==> config.mk <==
export PLATFORM = sky130hd
export DESIGN_NAME = alu_result_drain
export DESIGN_NICKNAME = d
export VERILOG_FILES = /design/src/rtl/alu_result_drain.sv
export SDC_FILE = /design/constraint.sdc
export NUM_CORES = 1
export LEC_CHECK = 0
export CAP_MARGIN = 20
export CORE_MARGIN = 3
export CORE_UTILIZATION = 40
export DETAILED_ROUTE_END_ITERATION = 10
export DONT_BUFFER_PORTS = 1
export GPL_ROUTABILITY_DRIVEN = 0
export PLACE_DENSITY_LB_ADDON = 0.05
export SLEW_MARGIN = 20
export SYNTH_ARGS = -nofsm -noshare
export SYNTH_HDL_FRONTEND = slang
export SYNTH_SLANG_ARGS = --single-unit
==> constraint.sdc <==
create_clock -name i_clk -period 2 [get_ports i_clk]
set_clock_uncertainty 0.2 [all_clocks]
set_input_delay 0.4 -clock i_clk [delete_from_list [all_inputs] [get_ports i_clk]]
set_output_delay 0.4 -clock i_clk [all_outputs]
set_load 0.02 [all_outputs]
==> src/rtl/alu_result_drain.sv <==
// Drains one accumulated result from a selected ALU op cell and hands it
// to writeback over a valid/ready port, with a bounded drain time.
module alu_result_drain #(
    parameter int unsigned TIMEOUT_CYCLES = 16
) (
    input  logic        i_clk,
    input  logic        i_rst_n,
    input  logic        i_req_valid,
    output logic        o_req_ready,
    input  logic [1:0]  i_req_op,
    input  logic [4:0]  i_req_dest,
    output logic [1:0]  o_alu_output_op,
    output logic        o_alu_result_empty,
    input  logic        i_alu_result_valid,
    input  logic [31:0] i_alu_result,
    input  logic [4:0]  i_alu_result_flags,
    output logic        o_wb_valid,
    input  logic        i_wb_ready,
    output logic [4:0]  o_wb_dest,
    output logic [31:0] o_wb_data,
    output logic [4:0]  o_wb_flags,
    output logic        o_wb_timeout,
    output logic        o_busy
);

    localparam logic [1:0] S_IDLE  = 2'd0;
    localparam logic [1:0] S_DRAIN = 2'd1;
    localparam logic [1:0] S_OUT   = 2'd2;

    localparam logic       TO_EN   = (TIMEOUT_CYCLES != 0);
    localparam logic [7:0] TO_LAST = TO_EN ? 8'(TIMEOUT_CYCLES - 32'd1)
                                           : 8'd0;

    logic [1:0]  state_q, state_d;
    logic [1:0]  op_q, op_d;
    logic [4:0]  dest_q, dest_d;
    logic [31:0] data_q, data_d;
    logic [4:0]  flags_q, flags_d;
    logic        timeout_q, timeout_d;
    logic        captured_q, captured_d;
    logic [7:0]  cnt_q, cnt_d;

    always_comb begin
        state_d    = state_q;
        op_d       = op_q;
        dest_d     = dest_q;
        data_d     = data_q;
        flags_d    = flags_q;
        timeout_d  = timeout_q;
        captured_d = captured_q;
        cnt_d      = cnt_q;
        unique case (state_q)
            S_IDLE: begin
                if (i_req_valid) begin
                    op_d       = i_req_op;
                    dest_d     = i_req_dest;
                    captured_d = 1'b0;
                    timeout_d  = 1'b0;
                    cnt_d      = 8'd0;
                    state_d    = S_DRAIN;
                end
            end
            S_DRAIN: begin
                cnt_d = (cnt_q == 8'hFF) ? cnt_q : cnt_q + 8'd1;
                if (i_alu_result_valid) begin
                    data_d     = i_alu_result;
                    flags_d    = i_alu_result_flags;
                    captured_d = 1'b1;
                end
                // Cell read back empty after a capture: drain is complete
                if (!i_alu_result_valid && captured_q) begin
                    state_d = S_OUT;
                end else if (TO_EN && cnt_q == TO_LAST) begin
                    state_d   = S_OUT;
                    timeout_d = 1'b1;
                    if (!captured_q && !i_alu_result_valid) begin
                        data_d  = 32'd0;
                        flags_d = 5'd0;
                    end
                end
            end
            S_OUT: begin
                if (i_wb_ready) begin
                    state_d = S_IDLE;
                end
            end
            default: state_d = S_IDLE;
        endcase
    end

    always_ff @(posedge i_clk or negedge i_rst_n) begin
        if (!i_rst_n) begin
            state_q    <= S_IDLE;
            op_q       <= 2'd0;
            dest_q     <= 5'd0;
            data_q     <= 32'd0;
            flags_q    <= 5'd0;
            timeout_q  <= 1'b0;
            captured_q <= 1'b0;
            cnt_q      <= 8'd0;
        end else begin
            state_q    <= state_d;
            op_q       <= op_d;
            dest_q     <= dest_d;
            data_q     <= data_d;
            flags_q    <= flags_d;
            timeout_q  <= timeout_d;
            captured_q <= captured_d;
            cnt_q      <= cnt_d;
        end
    end

    assign o_req_ready        = (state_q == S_IDLE);
    assign o_busy             = (state_q != S_IDLE);
    assign o_alu_output_op    = op_q;
    assign o_alu_result_empty = (state_q == S_DRAIN);
    assign o_wb_valid         = (state_q == S_OUT);
    assign o_wb_dest          = dest_q;
    assign o_wb_data          = data_q;
    assign o_wb_flags         = flags_q;
    assign o_wb_timeout       = timeout_q;

endmodule

==> impl_metrics.csv <==
group,metric,value,unit
pwr,p_sw,2.00,mW
floorplan,std_cell_rows,27,
pwr,powerDensity,1450,nW/um^2
pwr,irDropWorstVdd,678,uV
sta,relSlewSlack,0.672,
sta,slew_violations,0,
sta,setup_ws,-0.0518,ns
detailed_routing,wire_per_inst,15.9,um
cts,clk_pin_slew_worst_paths,0.10,ns
final_layout,layout.nets,351,
setup_path,arrival,2.06,ns
grt,grt_remaining_overflow,0,
cts,clock_latency,0.31,ns
cts,cts.sinks,56,
floorplan,start_util,0.424,
synth,synth-compound-area-share,0.151,
cts,numCtsBuffers,5,
sta,rsz0062_at_grt,"true",
status,status,"finished, violations left",
synth,synthMuxAreaShare,0,
hold_path,holdPathStages,2,
floorplan,die_area,6940,sq um
final_layout,layoutNonFillerInstCount,374,
synth,seq_area_frac_synth,0.586,
placed_design,dp.cells,327,
sta,fmax,0.487,GHz
setup_path,cp-start-kind,"flip-flop",
setup_path,critical_path.cell_chain,"ha_2 -> nand4b_1 -> or4_4 -> nor4_4 -> buf_6 -> clkbuf_16 -> a21oi_1",
synth,synthTopCellsByCount,"98 x nand2_1, 56 x dfrtp_1, 35 x a21oi_1",
floorplan,coreArea,5640,sq um
detailed_routing,drcViolationCount,0,
synth,synth_seq_cells,56,
status,violations,"setup timing",
detailed_routing,drt_first_pass_iters,4,
cts,cts_tree,"yes",
pwr,p_int,2.42,mW
final_layout,syn2layout_area_growth,27.4,%
grt,grt_pass1_vias,1877,
pwr,p_clk_frac,0.142,
grt,grt_max_degree,57,
synth,synth_top_area_share,0.586,
setup_path,slowest_delay,0.47,ns
pwr,seqPwrFrac,0.559,
setup_path,cp-end-kind,"flip-flop",
cts,cts_buffer_depth,2,
pwr,total_power,4.42,mW
synth,synth_top_cell_by_area,"dfrtp_1",
setup_path,worstSetupPathType,"reg2reg",
placed_design,preCtsSetupSlack,-0.0780,ns
synth,synthSimpleGateAreaFrac,0.209,
detailed_routing,vias_per_cell,5.07,
cts,cts_root_buffer,"clkbuf_8",
synth,netlist_instances,258,
setup_path,critPathRequiredTime,2.01,ns
synth,synth.most_common_cell,"nand2_1",
detailed_routing,drtIter0Drc,118,
sta,fin_crit_sh,1.03,
final_layout,antenna-diode-count,0,
final_layout,regArea,1400,sq um
synth,synth_nets,308,
synth,synth_adder_area_share,0.00524,
pwr,power.share.switching,0.452,
sta,tightest_slew,0.491,ns
final_layout,n_fill_cell,551,
detailed_routing,routed_wl,5930,um
synth,synth-edff-count,0,
hold_path,holdCritPathClass,"in2reg",
pwr,leakage,1.39,nW
cts,htreeDepth,2,
placed_design,dp_hpwl,3680,um
setup_path,crit_buf_inv,2,
synth,avgSynthCellArea,9.26,sq um
pwr,combPwrFrac,0.298,
setup_path,cp.depth,7,
sta,finalCriticalPeriod,2.05,ns
floorplan,die_h,83.3,um
sta,setup_viol,37,
floorplan,pin_count,98,
synth,yosysWarnings,0,
final_layout,multi_input_area,900,sq um
grt,track_usage,0.172,
setup_path,crit_fanout,12,
synth,synth-main-ff-cell,"dfrtp_1",
detailed_routing,drtAntennaViolNets,0,
synth,synthTopCellsByArea,"dfrtp_1 59%, nand2_1 15%, a21oi_1 7.3%",
sta,final_hold_viol_count,0,
synth,synth.distinct_cells,33,
synth,synth_top_family_by_area,"simple AND/OR/NAND/NOR gates",
synth,synth-xor-area-share,0.00366,
setup_path,reg2reg_depth,7,
setup_path,crit_path_top_delay_cell,"or4_4",
grt,grt_pass1_wl,9710,um
synth,netlist_area,2390,sq um
synth,async_flop_share,1.00,
grt,antenna_found_initial,0,
detailed_routing,vias,1898,
placed_design,port_buffers,0,
floorplan,die_w,83.3,um
run,maxCapViolations,0,
setup_path,crit_family,"simple AND/OR/NAND/NOR gates",
final_layout,drive_gt1_frac,0.129,
per-layer routing:
metal | track usage | part of all wire | vias up
li1 | - | - | 934
met1 | 0.231 | 0.41 | 875
met2 | 0.264 | 0.48 | 83
met3 | 0.0625 | 0.098 | 6
met4 | 0.0446 | 0.011 | 0
met5 | 0 | 0 | -
placed cells by master (no fill, tap or decap), drive strengths merged, types with 2 or more instances in the layout:
master and count:
a21oi 40, and2 2, buf 16, clkbuf 7
dfrtp 56, dlygate4sd3 33, inv 7, nand2 98
nand3 3, nor2 6, nor3 2, nor4 2
o21ai 11, o311ai 2
area by class of cell:
class | count | share of cell area
Clock inverter | 2 | 0.00452
Sequential cell | 56 | 0.460
Clock buffer | 6 | 0.0238
Tap cell | 72 | 0.0296
Timing Repair Buffer | 50 | 0.179
Inverter | 6 | 0.00740
Multi-Input combinational cell | 182 | 0.296
repair_timing:
action,4_1_cts,5_1_grt
setup endpoints to repair,37,38
hold buffers,32,2
cloned,1,1
setup buffers,3,0
hold endpoints to repair,86,2
pin swaps,0,0
gates resized for setup,2,8
power groups by stage:
| stage | sequential [mW] | clock [mW] | combinational, mW |
|---|---|---|---|
| 6_report | 2.47 | 0.628 | 1.32 |
| 5_1_grt | 2.53 | 0.690 | 1.54 |
| 4_1_cts | 2.48 | 0.652 | 1.30 |
| 3_5_place_dp | 2.50 | 0 | 1.21 |
| 3_3_place_gp | 2.50 | 0 | 1.17 |
| 2_1_floorplan | 2.39 | 0 | 0.914 |
logic make-up (layout without fill, tap and decap cells):
logic type / after synthesis / after routing
AO/OA/AOI/OAI: 61 / 61
XOR/XNOR: 1 / 1
adder cells (fa/ha/maj): 1 / 1
buffers and inverters: 20 / 64
flip-flops: 56 / 56
AND/OR/NAND/NOR: 119 / 119
worst paths after layout:
check	start	to	slack [ns]
max	cnt_q[1]	o_wb_data[8]	-0.05
min	i_req_dest[3]	o_wb_dest[3]	0.004
max reg2reg	cnt_q[1]	o_wb_data[8]	-0.05
min reg2reg	cnt_q[7]	cnt_q[7]	0.38
max in group asynchronous	i_rst_n	o_wb_flags[2]	0.94
min in group asynchronous	i_rst_n	o_wb_data[28]	0.40
state kept, by name, indices dropped and copies added (netlist names):
signal and count:
o_wb_data 32, o_wb_dest 5, cnt_q 8, o_wb_flags 5, o_alu_output_op 2, state_q 2, captured_q 1, o_wb_timeout 1
per-stage QoR:
stage / TNS, ns / hold WS (ns) / cell area [sq um] / util
2_1_floorplan: -1.00 / -0.0956 / 2390 / -
4_1_cts: -0.391 / 0.00000727 / 2970 / 0.527
3_5_place_dp: -0.952 / -0.0938 / 2520 / 0.446
3_3_place_gp: -0.507 / -0.0936 / 2520 / 0.446
6_report: -1.01 / 0.00370 / 3040 / 0.540
5_1_grt: -5.01 / 0.00154 / 3040 / 0.540
Note: power is estimated with default switching activity, not from simulation.
